==> src/rtl/addsub_pkg.sv <==
// Shared types for the add/sub accumulator sequencer.
// Commands, saturation limits and FSM state encoding.
package addsub_pkg;

  typedef enum logic [1:0] {
    CMD_ADD   = 2'b00,
    CMD_SUB   = 2'b01,
    CMD_LOAD  = 2'b10,
    CMD_CLEAR = 2'b11
  } cmd_e;

  localparam logic [7:0] SAT_POS = 8'h7F;
  localparam logic [7:0] SAT_NEG = 8'h80;

  typedef enum logic [1:0] {
    ST_IDLE = 2'b00,
    ST_EXEC = 2'b01,
    ST_RESP = 2'b10
  } state_e;

endpackage

==> src/rtl/addsub_acc_sequencer_adder.sv <==
// 8-bit ripple add/subtract datapath.
// a, b, op (1 = a - b) in; sum and signed ovf out.
module addsub_acc_sequencer_adder (
  input  logic [7:0] a,
  input  logic [7:0] b,
  input  logic       op,
  output logic [7:0] sum,
  output logic       ovf
);

  logic [7:0] bx;
  logic [8:0] c;

  always_comb begin
    bx   = b ^ {8{op}};
    c    = '0;
    c[0] = op;
    sum  = '0;
    for (int i = 0; i < 8; i++) begin
      sum[i]   = a[i] ^ bx[i] ^ c[i];
      c[i+1]   = (a[i] & bx[i])
               | (c[i] & (a[i] ^ bx[i]));
    end
    // carry into vs out of the sign bit
    ovf = c[8] ^ c[7];
  end

endmodule

==> src/rtl/addsub_acc_sequencer.sv <==
// Accumulator command sequencer around the ripple adder.
// Ports: clk, rst, in_* cmd handshake, out_* resp handshake, acc_value.
module addsub_acc_sequencer #(
  parameter bit SAT_EN = 1'b0,
  parameter bit STICKY = 1'b1
) (
  input  logic       clk,
  input  logic       rst,
  input  logic       in_valid,
  output logic       in_ready,
  input  logic [1:0] in_cmd,
  input  logic [7:0] in_operand,
  output logic       out_valid,
  input  logic       out_ready,
  output logic [7:0] out_data,
  output logic       out_ovf,
  output logic       out_ovf_sticky,
  output logic [7:0] acc_value
);

  import addsub_pkg::*;

  state_e     state_q, state_d;
  cmd_e       cmd_q;
  logic [7:0] opnd_q;
  logic [7:0] acc_q;
  logic [7:0] sum;
  logic       ovf;
  logic [7:0] acc_d;
  logic       ovf_d;
  logic       sticky_d;
  logic       is_sub;

  assign is_sub = (cmd_q == CMD_SUB);

  addsub_acc_sequencer_adder u_adder (
    .a   (acc_q),
    .b   (opnd_q),
    .op  (is_sub),
    .sum (sum),
    .ovf (ovf)
  );

  always_comb begin
    state_d  = state_q;
    in_ready = (state_q == ST_IDLE) & ~rst;
    unique case (state_q)
      ST_IDLE: if (in_valid) state_d = ST_EXEC;
      ST_EXEC: state_d = ST_RESP;
      ST_RESP: if (out_ready) state_d = ST_IDLE;
      default: state_d = ST_IDLE;
    endcase
  end

  always_comb begin
    acc_d = sum;
    ovf_d = 1'b0;
    unique case (1'b1)
      (cmd_q == CMD_ADD),
      (cmd_q == CMD_SUB): begin
        ovf_d = ovf;
        // wrapped sum sign flips on overflow
        if (SAT_EN && ovf)
          acc_d = sum[7] ? SAT_POS : SAT_NEG;
      end
      (cmd_q == CMD_LOAD):  acc_d = opnd_q;
      (cmd_q == CMD_CLEAR): acc_d = '0;
      default: acc_d = sum;
    endcase
    sticky_d = STICKY ? (out_ovf_sticky | ovf_d)
                      : ovf_d;
    if (cmd_q == CMD_CLEAR) sticky_d = 1'b0;
  end

  always_ff @(posedge clk or posedge rst) begin
    if (rst) begin
      state_q        <= ST_IDLE;
      cmd_q          <= CMD_ADD;
      opnd_q         <= '0;
      acc_q          <= '0;
      out_data       <= '0;
      out_ovf        <= 1'b0;
      out_ovf_sticky <= 1'b0;
    end else begin
      state_q <= state_d;
      if (state_q == ST_IDLE && in_valid) begin
        cmd_q  <= cmd_e'(in_cmd);
        opnd_q <= in_operand;
      end
      if (state_q == ST_EXEC) begin
        acc_q          <= acc_d;
        out_data       <= acc_d;
        out_ovf        <= ovf_d;
        out_ovf_sticky <= sticky_d;
      end
    end
  end

  assign out_valid = (state_q == ST_RESP);
  assign acc_value = acc_q;

endmodule

==> config.mk <==
export PLATFORM = sky130hd
export DESIGN_NAME = addsub_acc_sequencer
export DESIGN_NICKNAME = d
export VERILOG_FILES = /design/src/rtl/addsub_pkg.sv /design/src/rtl/addsub_acc_sequencer_adder.sv /design/src/rtl/addsub_acc_sequencer.sv
export SDC_FILE = /design/constraint.sdc
export NUM_CORES = 1
export LEC_CHECK = 0
export CAP_MARGIN = 20
export CORE_UTILIZATION = 47
export DETAILED_ROUTE_END_ITERATION = 10
export PLACE_DENSITY = 0.75
export SYNTH_ARGS = -nofsm -noshare
export SYNTH_HDL_FRONTEND = slang
export SYNTH_SLANG_ARGS = --single-unit
==> constraint.sdc <==
create_clock -name clk -period 3.8 [get_ports clk]
set_input_delay 0.38 -clock clk [delete_from_list [all_inputs] [get_ports clk]]
set_output_delay 0.38 -clock clk [all_outputs]
set_load 0.03 [all_outputs]
==> results_dict.tcl <==
set metrics [dict create \
    dp_hpwl_mm 1.782 \
    path_cells "inv_1 > nor2_4 > xnor2_1 > fa_1 > fa_1 > fa_1 > inv_1 > fa_1 > inv_1 > fa_1 > inv_1 > fa_2 > fa_1 > nand2b_1 > a31oi_1" \
    cts_buffers 3 \
    synth.area.mux_share_pct 8.821 \
    synth_compound_area_share_pct 10.01 \
    timing.slew.headroom_pct 39.42 \
    drv_slew 0 \
    crit_start "cmd_q[0]" \
    critPathSlowestCell "dfrtp_1" \
    fp.dieH_um 53.83 \
    viasPerCell 5.187 \
    tightest_slew_ns 0.9047 \
    synth_area_mm2 0.001262 \
    worst-path-buf-inv 4 \
    dr.pass1.iters 4 \
    routed_wirelength_mm 2.377 \
    die_area_mm2 0.002897 \
    cap_violations 0 \
    clk_pin_slew_ns 0.13 \
    wl_per_cell_um 13.90 \
    yosys-top-cells-area "dfrtp_1, fa_1, mux2_1, buf_4, inv_1" \
    drtAntennaViolNets 0 \
    n_antenna_cell 0 \
    cts_tree "yes" \
    drive_gt1_share_pct 7.801 \
    timing.setup.tns_ns 0 \
    num_rows 18 \
    ys_seq_area_share_pct 43.61 \
    htreeDepth 1 \
    synth_fa_ha_area_share_pct 11.10 \
    status "completed" \
    synth_most_common_cell "dfrtp_1" \
    syn2layout_area_growth_pct 28.15 \
    synthArstFlopShare_pct 100.0 \
    setup_violations 0 \
    cts_sinks 22 \
    rrSetupSlack_ns 0.15 \
    grtUsageMet3_pct 6.497 \
    fin_worst_skew_ns 0.006108 \
    syn_nets 135 \
    cp_max_fo 5 \
    die_w_um 53.83 \
    grt-ovfl-total 0 \
    fmax_mhz 273.6 \
    rr_endpoint "acc_value[7]" \
    routabilityCongestion 0.8285 \
    portBuffers 33 \
    synth_edf_count 0 \
    cts_buffer_depth 2 \
    cpPeakStageDelay_ns 0.44 \
    postCtsSetupRepairBufs 0 \
    critPathTopFamily "adder cells" \
    grt.busiest_layer "met2" \
    grt_pass1_wl_mm 3.891 \
    ys_top_cells_by_count "dfrtp_1, inv_1, buf_4, mux2_1, fa_1" \
    min_period_ns 3.655 \
    post-synth-top-area-cell "dfrtp_1" \
    startpoint_type "register" \
    grt_pass1_vias 858 \
    critPathRequiredTime_ns 3.97 \
    io_pins 34 \
    synthXorXnorAreaFrac_pct 5.550 \
    cts_hold_buf 0 \
    hold_class "register to register" \
    yosys.area_share.simple_pct 10.80 \
    crit_cells 15 \
    antenna_found_initial 0 \
    ys_seq_elements 22 \
    min_period_over_period_pct 96.18 \
    hold_viol_final 0 \
    post_cts_resized 0 \
    use_met1_pct 23.51 \
    worstSetupEndpoint "acc_value[7]" \
    layout.nets 163 \
    clk_latency_ns 0.31 \
    fp.coreArea_mm2 0.002500 \
    crit_top_cell "fa_1" \
    syn_inst 114 \
    path_class "register to register" \
    cts-root-buf "clkbuf_4" \
    arrival_ns 3.82 \
    drt_iter0_markers 13 \
    ys.flop_type "dfrtp_1" \
    yosys_warnings 0 \
    synth_top_family_by_area "adder cells" \
    r2r_start "cmd_q[0]" \
    grt_max_degree 23 \
    synth.top_cell.area_share_pct 43.61 \
    cp-end-kind "register" \
    grt_usage_pct 19.77 \
    dr_total_vias 887 \
    rsz0062_at_grt "no" \
    syn_area_per_cell_um2 11.07 \
    grtUsageMet2_pct 33.54 \
    synth.distinct_cells 31 \
    drc 0 \
    start_util_pct 50.50 \
    r2r_cells 15 \
]
-- worst register-to-register path, cell delays in order, from the launching register on --
cell	delay, ns
dfrtp_1	0.44
inv_1	0.13
nor2_4	0.05
xnor2_1	0.14
fa_1	0.42
fa_1	0.40
fa_1	0.39
inv_1	0.09
fa_1	0.16
inv_1	0.05
fa_1	0.35
inv_1	0.08
fa_2	0.22
fa_1	0.42
nand2b_1	0.08
a31oi_1	0.08
-- cell families after synthesis --
group | count (synthesis)
compound gates | 19
mux | 10
flops | 22
simple gates | 25
buf+inv | 23
xor+xnor | 8
fa+ha+maj | 7
-- registers in the layout (all words and copies together), names as in the netlist --
name and cells:
opnd_q 8, out_ovf_sticky 1, out_ovf 1, acc_value 8, cmd_q 2, state_q 2
-- worst min-delay path by stage --
stage                   endpoint  depth (start not counted)    start
finish                   out_ovf                          1  out_ovf
global route             out_ovf                          1  out_ovf
CTS                      out_ovf                          1  out_ovf
floorplan           acc_value[0]                          1      rst
global placement         out_ovf                          1  out_ovf
detailed placement       out_ovf                          1  out_ovf
-- cell usage in the layout (no fill, tap or decap), types with 5 or more instances in the layout --
cell and instances:
clkdlybuf4s50_1 33, dfrtp_1 22, inv_1 10, mux2_1 8, nor2_1 6, fa_1 6, nand2b_1 5, nand2_1 5
-- metrics by stage --
stage / cells / worst slack, ns / instance area [um2] / hold slack, ns / util, %
global route: 171 / 0.01296 / 1618 / 0.5446 / 64.71
CTS: 171 / 0.1291 / 1615 / 0.5345 / 64.61
floorplan: 114 / 0.2505 / 1262 / 0.3692 / -
detailed placement: 167 / 0.1525 / 1563 / 0.4954 / 62.51
global placement: 167 / 0.2533 / 1563 / 0.5024 / 62.51
finish: 171 / 0.1453 / 1618 / 0.5440 / 64.71
-- cell type report --
| type | count | area, um2 |
|---|---|---|
| Clock buffer | 3 | 22.52 |
| Clock inverter | 1 | 30.03 |
| Fill cell | 204 | 882.1 |
| Inverter | 10 | 37.54 |
| Multi-Input combinational cell | 69 | 586.8 |
| Sequential cell | 22 | 550.5 |
| Tap cell | 30 | 37.54 |
| Timing Repair Buffer | 36 | 352.8 |
-- routing by layer --
layer	vias up	routed length, um
met3	5	85
met5	-	0
met2	20	1212
li1	426	-
met4	0	23
met1	436	1055
Power is not shown: default switching activity piles up to over one toggle a cycle in this logic, so the estimate is an artifact.
